==> config.mk <==
export PLATFORM = sky130hd
export DESIGN_NAME = bsg_axil_fifo_channel_arbiter
export DESIGN_NICKNAME = d
export VERILOG_FILES = /design/src/rtl/bsg_axil_fifo_channel_arbiter.sv
export SDC_FILE = /design/constraint.sdc
export NUM_CORES = 1
export LEC_CHECK = 0
export BUFFER_PORTS_ARGS = -buffer_cell sky130_fd_sc_hd__buf_2
export CAP_MARGIN = 20
export CORE_AREA = 2 2 123 125
export CTS_CLUSTER_DIAMETER = 100
export DETAILED_ROUTE_END_ITERATION = 8
export DIE_AREA = 0 0 125 127
export SYNTH_ARGS = -nofsm -noshare
export SYNTH_HDL_FRONTEND = slang
export SYNTH_SLANG_ARGS = --single-unit
==> constraint.sdc <==
create_clock -name clk_i -period 1.9 [get_ports clk_i]
set_input_delay 0.19 -clock clk_i [delete_from_list [all_inputs] [get_ports clk_i]]
set_output_delay 0.19 -clock clk_i [all_outputs]
set_load 0.01 [all_outputs]
==> src/rtl/bsg_axil_fifo_channel_arbiter.sv <==
// Write demux and read round-robin arbiter between an AXI-Lite FIFO bridge and N channels.
// Optional macro BSG_AXIL_CHAN_ARB_TAG_EN: tag response MSBs with the granted channel index.
module bsg_axil_fifo_channel_arbiter #(
    parameter int num_chan_p   = 4,
    parameter int addr_width_p = 32,
    parameter int data_width_p = 32,
    parameter int chan_lsb_p   = 4
) (
    input  logic                             clk_i,
    input  logic                             reset_n_i,
    input  logic                             fifo_v_i,
    input  logic [addr_width_p-1:0]          fifo_addr_i,
    input  logic [data_width_p-1:0]          fifo_data_i,
    output logic                             fifo_yumi_o,
    output logic [num_chan_p-1:0]            chan_v_o,
    output logic [addr_width_p-1:0]          chan_addr_o,
    output logic [data_width_p-1:0]          chan_data_o,
    input  logic [num_chan_p-1:0]            chan_ready_i,
    input  logic [num_chan_p-1:0]            resp_v_i,
    input  logic [num_chan_p*data_width_p-1:0] resp_data_i,
    output logic [num_chan_p-1:0]            resp_yumi_o,
    output logic                             to_fifo_v_o,
    output logic [data_width_p-1:0]          to_fifo_data_o,
    input  logic                             to_fifo_ready_i,
    output logic [7:0]                       drop_count_o
);

    localparam int chan_width_lp = (num_chan_p > 1) ? $clog2(num_chan_p) : 1;
    localparam logic [num_chan_p-1:0] one_lp = {{(num_chan_p-1){1'b0}}, 1'b1};

    typedef enum logic {IDLE, SEND} state_e;

    state_e                    state_r, state_n;
    logic [addr_width_p-1:0]   addr_r;
    logic [data_width_p-1:0]   data_r;
    logic [num_chan_p-1:0]     onehot_r;
    logic [7:0]                drop_r;
    logic [chan_width_lp-1:0]  sel;
    logic                      in_range;
    logic                      chan_hs;
    logic                      yumi;
    logic                      load;
    logic                      drop;

    assign sel      = fifo_addr_i[chan_lsb_p +: chan_width_lp];
    assign in_range = ({1'b0, sel} < (chan_width_lp+1)'(num_chan_p));
    assign chan_hs  = (state_r == SEND) && |(onehot_r & chan_ready_i);

    // Write FSM: accept from the bridge when idle or when the held write drains.
    always_comb begin
        state_n = state_r;
        yumi    = 1'b0;
        load    = 1'b0;
        drop    = 1'b0;
        unique case (state_r)
            IDLE: begin
                if (fifo_v_i) begin
                    yumi = 1'b1;
                    if (in_range) begin
                        load    = 1'b1;
                        state_n = SEND;
                    end else begin
                        drop = 1'b1;
                    end
                end
            end
            SEND: begin
                if (chan_hs) begin
                    if (fifo_v_i) begin
                        yumi = 1'b1;
                        if (in_range) begin
                            load = 1'b1;
                        end else begin
                            drop    = 1'b1;
                            state_n = IDLE;
                        end
                    end else begin
                        state_n = IDLE;
                    end
                end
            end
            default: state_n = IDLE;
        endcase
    end

    assign fifo_yumi_o = yumi & reset_n_i;
    assign chan_v_o    = (state_r == SEND) ? onehot_r : '0;
    assign chan_addr_o = addr_r;
    assign chan_data_o = data_r;
    assign drop_count_o = drop_r;

    // Write state, one-entry output register and saturating drop counter.
    always_ff @(posedge clk_i or negedge reset_n_i) begin
        if (!reset_n_i) begin
            state_r  <= IDLE;
            addr_r   <= '0;
            data_r   <= '0;
            onehot_r <= '0;
            drop_r   <= '0;
        end else begin
            state_r <= state_n;
            if (load) begin
                addr_r   <= fifo_addr_i;
                data_r   <= fifo_data_i;
                onehot_r <= one_lp << sel;
            end
            if (drop && (drop_r != 8'hFF)) begin
                drop_r <= drop_r + 8'd1;
            end
        end
    end

    logic [chan_width_lp-1:0]  last_r;
    logic [chan_width_lp-1:0]  grant;
    logic                      found;
    logic                      resp_hs;
    logic [data_width_p-1:0]   grant_data;
    int                        idx;

    // Round-robin grant: first valid channel after the last granted one.
    always_comb begin
        grant = last_r;
        found = 1'b0;
        idx   = 0;
        for (int i = 1; i <= num_chan_p; i++) begin
            idx = int'(last_r) + i;
            if (idx >= num_chan_p) begin
                idx = idx - num_chan_p;
            end
            if (!found && resp_v_i[idx]) begin
                grant = chan_width_lp'(idx);
                found = 1'b1;
            end
        end
    end

    assign resp_hs     = to_fifo_ready_i & found & reset_n_i;
    assign resp_yumi_o = resp_hs ? (one_lp << grant) : '0;
    assign to_fifo_v_o = |resp_v_i;
    assign grant_data  = resp_data_i[int'(grant)*data_width_p +: data_width_p];

`ifdef BSG_AXIL_CHAN_ARB_TAG_EN
    assign to_fifo_data_o = {grant, grant_data[data_width_p-chan_width_lp-1:0]};
`else
    assign to_fifo_data_o = grant_data;
`endif

    // Last-grant pointer moves only on a completed response handshake.
    always_ff @(posedge clk_i or negedge reset_n_i) begin
        if (!reset_n_i) begin
            last_r <= chan_width_lp'(num_chan_p - 1);
        end else if (resp_hs) begin
            last_r <= grant;
        end
    end

endmodule
# After elaboration in Yosys (flattened, before gate mapping)
# Index checks and enable logic that the tools add are counted.
[op_classes]
n_addsub = 8
magnitude_cmp = 8
shifts = 3
mux = 31
bitwise = 5
reduce_logical = 9
[ops]
columns = ["operator", "count"]
rows = [
  ["$lt 32x4->1 const B", 4],
  ["$mux 32", 4],
  ["$shiftx 128x8->32", 1],
  ["$mux 1", 15],
  ["$sub 3x3->4 const B", 3],
  ["$ge 3x3->1 const B", 3],
  ["$bmux 1 s2", 4],
  ["$mux 2", 4],
  ["$mux 4", 2],
  ["$reduce_or 4->1", 2],
  ["$shl 1x2->4 const A", 2],
  ["$add 2x2->3 const B", 2],
  ["$sub 4x3->5 const B", 1],
  ["$add 2x3->4 const B", 1],
  ["$and 4x4->4", 1],
  ["$ge 4x3->1 const B", 1],
  ["$logic_and 1x1->1", 4],
  ["$pmux 1 s2", 2],
  ["$add 2x1->3 const B", 1],
  ["$and 1x1->1", 3],
  ["$logic_not 1->1", 3],
  ["$not 1->1", 1],
]
[word_totals]
regBits = 71
inputBits = 204
out_inout_bits = 114
word_cells = 69

# Logic depth before layout (Yosys ltp)
# Gate-level depths: netlist of the first run.
[depth]
ltp_word = 19
depth_mapped = 8
ltp_nobuf = 5

# Least setup slack after synthesis of the first run
# Ideal clock, no wire load.
[synth_path]
kind = "register to output"
from = "register last_r[1]"
to = "output port to_fifo_data_o[13]"
arrival_time_ns = 1.717
required_ns = 1.710
slack_ns = -0.007
path_stages_with_launch = 9
path_buffers = 3
path_cell_list = "dfstp_2 > buf_4 > nor2b_1 > a311oi_2 > nor2_2 > buf_6 > buf_6 > mux2i_1 > mux2i_1"
[synth_between]
elab_chain_cells = 17
word_cells_on_any_way = 42
classes_between = "add/sub: 8; order compare: 4; shift: 1; mux: 23; reduce/logical: 6"
[synth_rtl]
columns = ["item", "line", "source"]
rows = [
  ["from (decl)", "113", "logic [chan_width_lp-1:0] last_r;"],
  ["from (signal assigned)", "151", "last_r <= chan_width_lp'(num_chan_p - 1);"],
  ["from (signal assigned)", "153", "last_r <= grant;"],
  ["$add 2x1->3", "126", "idx = int'(last_r) + i;"],
  ["$sub 3x3->4 or $ge 3x3->1 (tied branches)", "128, 127", ""],
  ["$mux 32", "127", "if (idx >= num_chan_p) begin"],
  ["$bmux 1 s2", "130", "if (!found && resp_v_i[idx]) begin"],
  ["$mux 1 (implied by the code) (2 in series)", "130", ""],
  ["$mux 1", "130", ""],
  ["$logic_not 1->1", "130", ""],
  ["$logic_and 1x1->1", "130", ""],
  ["$mux 1", "130", ""],
  ["$logic_not 1->1", "130", ""],
  ["$logic_and 1x1->1", "130", ""],
  ["$mux 1", "130", ""],
  ["$logic_not 1->1", "130", ""],
  ["$logic_and 1x1->1", "130", ""],
  ["$mux 2 (*)", "130", ""],
  ["$shiftx 128x8->32 (*)", "140", "assign grant_data = resp_data_i[int'(grant)*data_width_p +: data_width_p];"],
  ["to (decl)", "23", "output logic [data_width_p-1:0] to_fifo_data_o,"],
]
# Mark *: on every way between the ends. The rest lies on a longest branch, timed or not. The select of a mux whose other input is x is not followed.

# Worst setup path in the final report of the first run
[layout_path]
from = "register last_r[1]"
to = "output port to_fifo_data_o[28]"
# The elaborated chain is that of the path after synthesis.

==> results of run 1 <==
==> tightest hold or removal path: stages <==
cell and delay [ps]:
buf_2 70, nand2_1 40, nand2_1 40
==> area by class of cell <==
class	count	area [µm²]
timing repair buffer	332	1840
inverter	3	11.3
tap	184	230
clock inverter	7	100
clock buffer	9	225
fill	1470	8170
sequential	71	1780
multi-input combinational	339	2070
==> power by group through the flow <==
| stage | sequential, µW | combinational (µW) | clock [µW] |
|---|---|---|---|
| 6_report | 2650 | 5490 | 1840 |
| 5_1_grt | 2760 | 6010 | 1970 |
| 4_1_cts | 2660 | 5470 | 1890 |
| 3_5_place_dp | 2650 | 5340 | 0 |
| 3_3_place_gp | 2660 | 5290 | 0 |
| 2_1_floorplan | 2960 | 2960 | 0 |
==> flip-flops by register name, indices dropped and copies added (netlist names) <==
| name | count |
|---|---|
| chan_addr_o | 32 |
| last_r | 2 |
| chan_data_o | 32 |
| state_r | 1 |
| onehot_r | 4 |
==> synthesized netlist by cell type <==
| cell type | count | area (µm²) |
|---|---|---|
| nand2_1 | 202 | 758 |
| mux2i_1 | 98 | 981 |
| dfrtp_1 | 69 | 1730 |
| buf_2 | 10 | 50.1 |
| buf_4 | 10 | 75.1 |
| buf_6 | 10 | 113 |
| and2_1 | 5 | 31.3 |
| clkbuf_1 | 4 | 15.0 |
| nor2_1 | 4 | 15.0 |
| inv_1 | 3 | 11.3 |
| nand3_1 | 3 | 15.0 |
| and3_1 | 2 | 12.5 |
| dfstp_2 | 2 | 52.6 |
| nand3b_1 | 2 | 15.0 |
| nor3_1 | 2 | 10.0 |
| nor4_1 | 2 | 12.5 |
| a21oi_1 | 1 | 5.00 |
| a222oi_1 | 1 | 10.0 |
| a2bb2oi_1 | 1 | 8.76 |
| a311oi_2 | 1 | 15.0 |
| conb_1 | 1 | 3.75 |
| mux2_2 | 1 | 11.3 |
| nand2b_1 | 1 | 6.26 |
| nor2_2 | 1 | 6.26 |
| nor2_4 | 1 | 11.3 |
| nor2b_1 | 1 | 6.26 |
| o31ai_1 | 1 | 7.51 |
| o32ai_2 | 1 | 16.3 |
==> per-stage QoR <==
stage | TNS (ps) | area, µm² | total power [µW] | hold WS (ps)
floorplan | 0 | 4030 | 5920 | -106
global placement | -1410 | 5780 | 7940 | 292
detailed placement | -2280 | 5780 | 7990 | 292
CTS | -13790 | 6200 | 10000 | 22.5
global route | -18100 | 6260 | 10700 | 36.3
finish | -14050 | 6260 | 9980 | 37.3
==> layer usage <==
| layer | routed length, µm | GRT usage |
|---|---|---|
| met4 | 340 | 0.0641 |
| met5 | 13 | 0 |
| met3 | 1270 | 0.0607 |
| met1 | 5690 | 0.204 |
| met2 | 7470 | 0.324 |
==> what timing repair did <==
action / in CTS / in global routing
setup buffers: 5 / 3
gates cloned: 0 / 0
pin swaps: 7 / 5
gates resized for setup: 13 / 6
endpoints found under the setup margin: 37 / 38
endpoints found under the hold margin: 69 / 0
hold buffers: 1 / 0
==> path summary, 6_finish.rpt <==
check	from	endpoint	slack (ps)	cells after the start
max reg2reg	onehot_r[0]	chan_addr_o[22]	210	6
min reg2reg	chan_addr_o[16]	chan_addr_o[16]	470	2
min	fifo_addr_i[30]	chan_addr_o[30]	40	3
max	last_r[1]	to_fifo_data_o[28]	-480	7
max in group asynchronous	reset_n_i	chan_data_o[7]	1110	3
min in group asynchronous	reset_n_i	chan_addr_o[17]	470	3
==> cell families (layout without fill, tap and decap cells) <==
logic type | after synthesis | in the layout | synth area share
AOI/OAI and AO/OA | 6 | 6 | 0.0156
muxes | 99 | 99 | 0.248
and+or+nand+nor | 226 | 226 | 0.225
buffers and inverters | 37 | 351 | 0.0660
DFF | 71 | 71 | 0.445
other | 1 | 8 | 0.000937
==> placed cells by master, fill, tap and decap left out, types with 2 or more instances in the layout <==
cell type	n
nand3_1	3
nor2_4	2
buf_4	11
conb_1	8
mux2i_4	2
inv_6	3
inv_1	2
buf_2	308
and2_1	4
and3_1	2
mux2i_1	95
dfrtp_1	69
buf_6	3
buf_12	8
nand2_1	201
nor2_1	3
bufinv_16	2
dfstp_2	2
nand3b_1	2
clkbuf_16	9
==> results_dict.tcl, run 1 <==
set metrics [dict create \
    io_pins 318 \
    setup_viol 36 \
    vias_per_cell 4.33 \
    yosysWarnings 0 \
    synth_area_um2 4000 \
    slowest_stage "dfstp_2" \
    p_per_area_nw_per_um2 1600 \
    num_vias 4091 \
    p_leak_uw 0.00374 \
    grt.total_usage 0.182 \
    place.port_buffers 309 \
    syn_inst 440 \
    cts_buffers 9 \
    pre_cts_slack_ps -231 \
    hold_path.class "input pin to flop" \
    std_cell_rows 44 \
    antenna_cells 0 \
    dieWidth_um 125 \
    clockRootBuffer "clkbuf_16" \
    yosys_register_bits 71 \
    core-area_um2 14400 \
    fin_skew_ps 7.73 \
    swShare 0.403 \
    first_pass_iters 4 \
    required_ps 1710 \
    power_frac_clock 0.184 \
    cp_max_fo 23 \
    arrival_ps 2190 \
    cts.sinks 71 \
    p_sw_uw 4030 \
    violations "negative setup slack" \
    drive_gt1_frac 0.480 \
    max_cap_violations 0 \
    cts_tree "built" \
    crit_buf_inv 2 \
    syn_to_final_growth_pct 56.4 \
    start_util 0.277 \
    syn_avg_cell_area_um2 9.09 \
    worst_setup_path_start_kind "flop" \
    seqPwrFrac 0.266 \
    wire_per_inst_um 15.7 \
    fmax_ghz 0.419 \
    antenna_left 0 \
    yosysSeqAreaShare 0.445 \
    final_max_slew_viol_count 0 \
    status "complete, but fails checks" \
    clk_pin_slew_ps 60 \
    critPathMaxStageDelay_ps 610 \
    final_cell_count_no_fill 945 \
    hpwlAfterDp_um 11900 \
    nets 960 \
    dieArea_um2 15900 \
    setup_slack_ps -484 \
    rsz0062_at_grt "yes" \
    p_int_uw 5960 \
    crit_chain "nor2b_2 -> a311oi_2 -> nor2_4 -> buf_12 -> mux2i_1 -> mux2i_1 -> buf_2" \
    place_inst 922 \
    period_minus_slack_ps 2380 \
    grt_pass1_wl_um 22600 \
    final_hold_viol_count 0 \
    antenna_found_initial 1 \
    grt_pass1_vias 4148 \
    synth_cell_type_count 28 \
    crit_family "flip-flops" \
    critPathCaptureType "output port" \
    fin_crit_sh 1.25 \
    clk_path_buf_depth 2 \
    ir_drop_mv 0.790 \
    grt-ovfl-total 0 \
    grt_start_max_net_pins 72 \
    die_h_um 127 \
    routed_wl_um 14800 \
    first_iter_violations 93 \
    power.share.combinational 0.550 \
    critPathKind "flop to output port" \
    final_core_util 0.434 \
    crit_path_frequent_cell "mux2i_1" \
    drc_errors 0 \
    worst_skew_pair.late_latency_ps 340 \
    gp_congestion 0.844 \
    cts_max_level 3 \
]
(Power assumes the default switching activity.)
==> inputs of run 2 (changes only) <==
--- a/config.mk
+++ b/config.mk
@@ -11,6 +11,7 @@
 export CTS_CLUSTER_DIAMETER = 100
 export DETAILED_ROUTE_END_ITERATION = 8
 export DIE_AREA = 0 0 125 127
+export RECOVER_POWER = 100
 export SYNTH_ARGS = -nofsm -noshare
 export SYNTH_HDL_FRONTEND = slang
 export SYNTH_SLANG_ARGS = --single-unit
==> results_dict.tcl, run 2 (synthesis results as in run 1) <==
set metrics [dict create \
    status "complete, but fails checks" \
    violations "negative setup slack" \
    gp_congestion 0.844 \
    grt.total_usage 0.182 \
    ir_drop_mv 0.754 \
    fin_skew_ps 10.1 \
    final_cell_mix "239 x buf_2, 201 x nand2_1, 95 x mux2i_1, 70 x clkbuf_1, 69 x dfrtp_1" \
    clk_path_buf_depth 2 \
    wire_per_inst_um 15.6 \
    place.port_buffers 309 \
    p_total_uw 9810 \
    final_core_util 0.427 \
    io_pins 318 \
    vias_per_cell 4.32 \
    first_pass_iters 4 \
    final_common_cell "buf_2" \
    p_leak_uw 0.00351 \
    std_cell_rows 44 \
    syn_to_final_growth_pct 53.8 \
    drc_errors 0 \
    setup_slack_ps -479 \
    final_max_slew_viol_count 0 \
    p_per_area_nw_per_um2 1590 \
    antenna_left 0 \
    die_h_um 127 \
    highest_layer "met5" \
    critPathMaxStageDelay_ps 610 \
    grt-ovfl-total 0 \
    worst_setup_path_start_kind "flop" \
    first_iter_violations 101 \
    nets 960 \
    final_hold_viol_count 0 \
    grt_start_max_net_pins 72 \
    arrival_ps 2190 \
    drive_gt1_frac 0.388 \
    clockRootBuffer "clkbuf_16" \
    dieArea_um2 15900 \
    num_vias 4086 \
    period_minus_slack_ps 2380 \
    crit_family "flip-flops" \
    whs_ps 37.9 \
    grt_pass1_vias 4148 \
    max_cap_violations 0 \
    fin_crit_sh 1.25 \
    antenna_cells 0 \
    critPathCaptureType "output port" \
    wl_met1_um 5680 \
    core-area_um2 14400 \
    slowest_stage "dfstp_2" \
    cts_max_level 3 \
    wl_met2_um 7520 \
    place_inst 922 \
    worst_skew_pair.late_latency_ps 340 \
    hold_path.class "input pin to flop" \
    routed_wl_um 14800 \
    cp_max_fo 23 \
    dr_wl_met3_um 1240 \
    cts_tree "built" \
    crit_chain "nor2b_2 -> a311oi_2 -> nor2_4 -> buf_12 -> mux2i_1 -> mux2i_1 -> buf_2" \
    cts.sinks 71 \
    grt_pass1_wl_um 22600 \
    clk_pin_slew_ps 60 \
    final_cell_count_no_fill 945 \
    setup_viol 36 \
    relSlewSlack 0.355 \
    dieWidth_um 125 \
    fmax_ghz 0.420 \
    hpwlAfterDp_um 11900 \
    rsz0062_at_grt "yes" \
    start_util 0.277 \
    crit_buf_inv 2 \
    required_ps 1710 \
    critPathKind "flop to output port" \
    worst_pin_slew_ps 968 \
    crit_path_frequent_cell "mux2i_1" \
    cts_buffers 9 \
    antenna_found_initial 1 \
]
## run 2: cell count changes in the layout (fill, tap and decap cells not counted), sizes merged
cell    before  now
clkbuf       9   80
buf        331  260
## run 2: timing repair
item                       4_1_cts  5_1_grt
setup endpoints to repair       37       38
hold endpoints to repair        69        0
hold buffers                     1        0
resized for setup               13        6
setup buffers                    5        3
pin swaps                        7        5
## run 2: routing by layer
metal | track usage | up-vias
met3 | 0.0607 | 20
met5 | 0 | -
met4 | 0.0641 | 2
li1 | - | 2049
met2 | 0.324 | 190
met1 | 0.204 | 1825
## run 2: worst register-to-register path: cells and delay by family, from the launching register on
kind | cells | cell delay (ps)
flip-flops | 1 | 380
buffers and inverters | 1 | 220
AND/OR/NAND/NOR | 4 | 640
AO/OA/AOI/OAI | 1 | 360
## run 2: where the power goes
part	total, µW	internal [µW]	switching [µW]
registers	2670	2260	407
clock network	1840	1160	673
logic	5300	2340	2960
## run 2: path summary, 6_finish.rpt
check | slack (ps) | cells after the start | to | start
hold / removal | 40 | 3 | chan_data_o[8] | fifo_data_i[8]
setup / recovery | -480 | 7 | to_fifo_data_o[28] | last_r[1]
max in group asynchronous | 400 | 3 | chan_data_o[7] | reset_n_i
min in group asynchronous | 880 | 3 | chan_addr_o[17] | reset_n_i
hold reg to reg | 470 | 2 | chan_addr_o[16] | chan_addr_o[16]
setup reg to reg | 210 | 6 | chan_addr_o[22] | onehot_r[0]
## run 2: final cells by class
| cell class | count | area (µm²) |
|---|---|---|
| Multi-Input combinational cell | 339 | 2070 |
| Fill cell | 1507 | 8270 |
| Inverter | 3 | 11.3 |
| Clock inverter | 7 | 100 |
| Sequential cell | 71 | 1780 |
| Timing Repair Buffer | 332 | 1740 |
| Clock buffer | 9 | 225 |
| Tap cell | 184 | 230 |
## run 2: per-stage QoR
| step | area [µm²] | worst slack (ps) | TNS, ps |
|---|---|---|---|
| 2_1_floorplan | 4030 | 5.44 | 0 |
| 3_3_place_gp | 5780 | -233 | -1410 |
| 3_5_place_dp | 5780 | -231 | -2280 |
| 4_1_cts | 6200 | -456 | -13790 |
| 5_1_grt | 6150 | -586 | -18100 |
| 6_report | 6150 | -479 | -14070 |
==> inputs of run 3 (changes only) <==
--- a/config.mk
+++ b/config.mk
@@ -7,10 +7,11 @@
 export LEC_CHECK = 0
 export BUFFER_PORTS_ARGS = -buffer_cell sky130_fd_sc_hd__buf_2
 export CAP_MARGIN = 20
-export CORE_AREA = 2 2 123 125
+export CORE_AREA = 2 2 125 127
+export CTS_BUF_LIST = sky130_fd_sc_hd__clkbuf_4 sky130_fd_sc_hd__clkbuf_8
 export CTS_CLUSTER_DIAMETER = 100
 export DETAILED_ROUTE_END_ITERATION = 8
-export DIE_AREA = 0 0 125 127
+export DIE_AREA = 0 0 127 129
 export RECOVER_POWER = 100
 export SYNTH_ARGS = -nofsm -noshare
 export SYNTH_HDL_FRONTEND = slang
==> results_dict.tcl, run 3 (synthesis results as in run 1) <==
set metrics [dict create \
    crit_family "flip-flops" \
    clk_path_buf_depth 2 \
    critPathKind "flop to output port" \
    max_cap_violations 0 \
    io_pins 318 \
    final_cell_count_no_fill 1014 \
    final_common_cell "buf_2" \
    dieWidth_um 127 \
    setup_viol 36 \
    nets 1023 \
    cts_buffers 9 \
    first_pass_iters 4 \
    grt_pass1_vias 4537 \
    hold_path.class "input pin to flop" \
    worst_skew_pair.late_latency_ps 360 \
    rr_worst_depth 7 \
    final_hold_viol_count 0 \
    ir_drop_mv 0.664 \
    worst_pin_slew_ps 1000 \
    place.port_buffers 309 \
    fill_cells 1499 \
    slowest_stage "dfstp_2" \
    drc_errors 0 \
    worst_setup_path_start_kind "flop" \
    grt.total_usage 0.201 \
    core-area_um2 15000 \
    syn_to_final_growth_pct 68.4 \
    hp-start "fifo_addr_i[26]" \
    p_leak_uw 0.00375 \
    routed_wl_um 17000 \
    num_vias 4452 \
    crit_chain "nor2b_1 -> a311oi_4 -> nor2_4 -> clkbuf_16 -> mux2i_2 -> mux2i_1 -> buf_4 -> buf_6" \
    relSlewSlack 0.332 \
    cp_max_fo 7 \
    pre_cts_slack_ps -430 \
    grt_pass1_wl_um 25000 \
    gp_congestion 0.836 \
    antenna_found_initial 3 \
    hpwlAfterDp_um 12900 \
    cts_max_level 3 \
    critPathMaxStageDelay_ps 550 \
    std_cell_rows 45 \
    wire_per_inst_um 16.7 \
    p_per_area_nw_per_um2 1480 \
    vias_per_cell 4.39 \
    clockRootBuffer "clkbuf_8" \
    start_util 0.267 \
    cts.sinks 71 \
    arrival_ps 2270 \
    crit_buf_inv 3 \
    period_minus_slack_ps 2460 \
    clk_pin_slew_ps 90 \
    required_ps 1710 \
    fin_skew_ps 15.2 \
    place_inst 937 \
    cp.depth 8 \
    first_iter_violations 199 \
    grt_start_max_net_pins 72 \
    tns_ps -16670 \
    r2r_slack_ps 110 \
    critPathCaptureType "output port" \
    grt-ovfl-total 0 \
    critPathLaunch "last_r[0]" \
    status "complete, but fails checks" \
    die_h_um 129 \
    antenna_left 0 \
    fin_crit_sh 1.29 \
    cts_tree "built" \
    setup_slack_ps -556 \
    rr_startpoint "onehot_r[3]" \
    reg2reg_to "chan_addr_o[12]" \
    hold-path-cell-count 3 \
    drive_gt1_frac 0.381 \
    cp-endpoint "to_fifo_data_o[23]" \
    final_max_slew_viol_count 0 \
    dieArea_um2 16400 \
    final_cell_mix "235 x buf_2, 202 x nand2_1, 93 x mux2i_1, 71 x clkbuf_1, 69 x dfrtp_1" \
    rsz0062_at_grt "yes" \
    violations "negative setup slack" \
    fmax_ghz 0.407 \
]
[run 3: cell types whose count changed in the layout (fill, tap and decap cells not counted), sizes merged, moves of 2 or more]
cell / before / now
clkinv: 2 / 0
clkbuf: 80 / 85
diode: 0 / 2
dlygate4sd3: 1 / 46
buf: 260 / 274
[run 3: worst register-to-register path: stages, from the launching register on]
cell and delay [ps]:
dfrtp_1 400, a222oi_1 330, nand3_1 170, clkbuf_1 150, and2_2 200, buf_6 210
nand2_1 150, nand2_1 50
[run 3: final cells by class]
class,instances,area [µm²],share of cell area
antenna,2,5.00,0.000743
clock buffer,10,138,0.0204
clock inverter,6,72.6,0.0108
inverter,3,11.3,0.00167
multi-input combinational,339,2080,0.309
sequential,71,1780,0.264
tap,188,235,0.0349
timing repair buffer,395,2420,0.358
[run 3: worst min path at each step]
stage | end | slack [ps]
CTS | chan_data_o[18] | 0.2
floorplan | chan_addr_o[0] | -110
global route | chan_data_o[21] | 10
global placement | chan_addr_o[9] | 300
detailed placement | chan_addr_o[9] | 300
finish | chan_addr_o[26] | 30
[run 3: layer usage]
metal	wire length, µm	GRT usage
met1	6930	0.249
met2	8390	0.346
met3	1360	0.0590
met4	260	0.0498
met5	13	0
[run 3: repair_timing]
item	in CTS	in global routing
pin swaps	7	6
setup buffers	10	2
endpoints found under the setup margin	37	47
gates cloned	0	3
resized for setup	12	16
hold buffers	46	0
hold endpoints to repair	114	0
[run 3: through the flow]
step                      hold slack (ps)  utilization  area [µm²]  total power, µW
final                                25.2        0.450        6740            10000
after global routing                 14.5        0.450        6740            10800
after CTS                           0.178        0.446        6680             9970
after detailed placement              303        0.394        5900             8270
after global placement                302        0.394        5900             8220
after floorplan                      -106            -        4030             5920
[run 3: where the power goes]
part           switching (µW)  leakage [µW]  internal (µW)  total, µW
sequential                408      0.000873           2260       2670
combinational            3230       0.00278           2790       6020
clock                     662      0.000104            661       1320
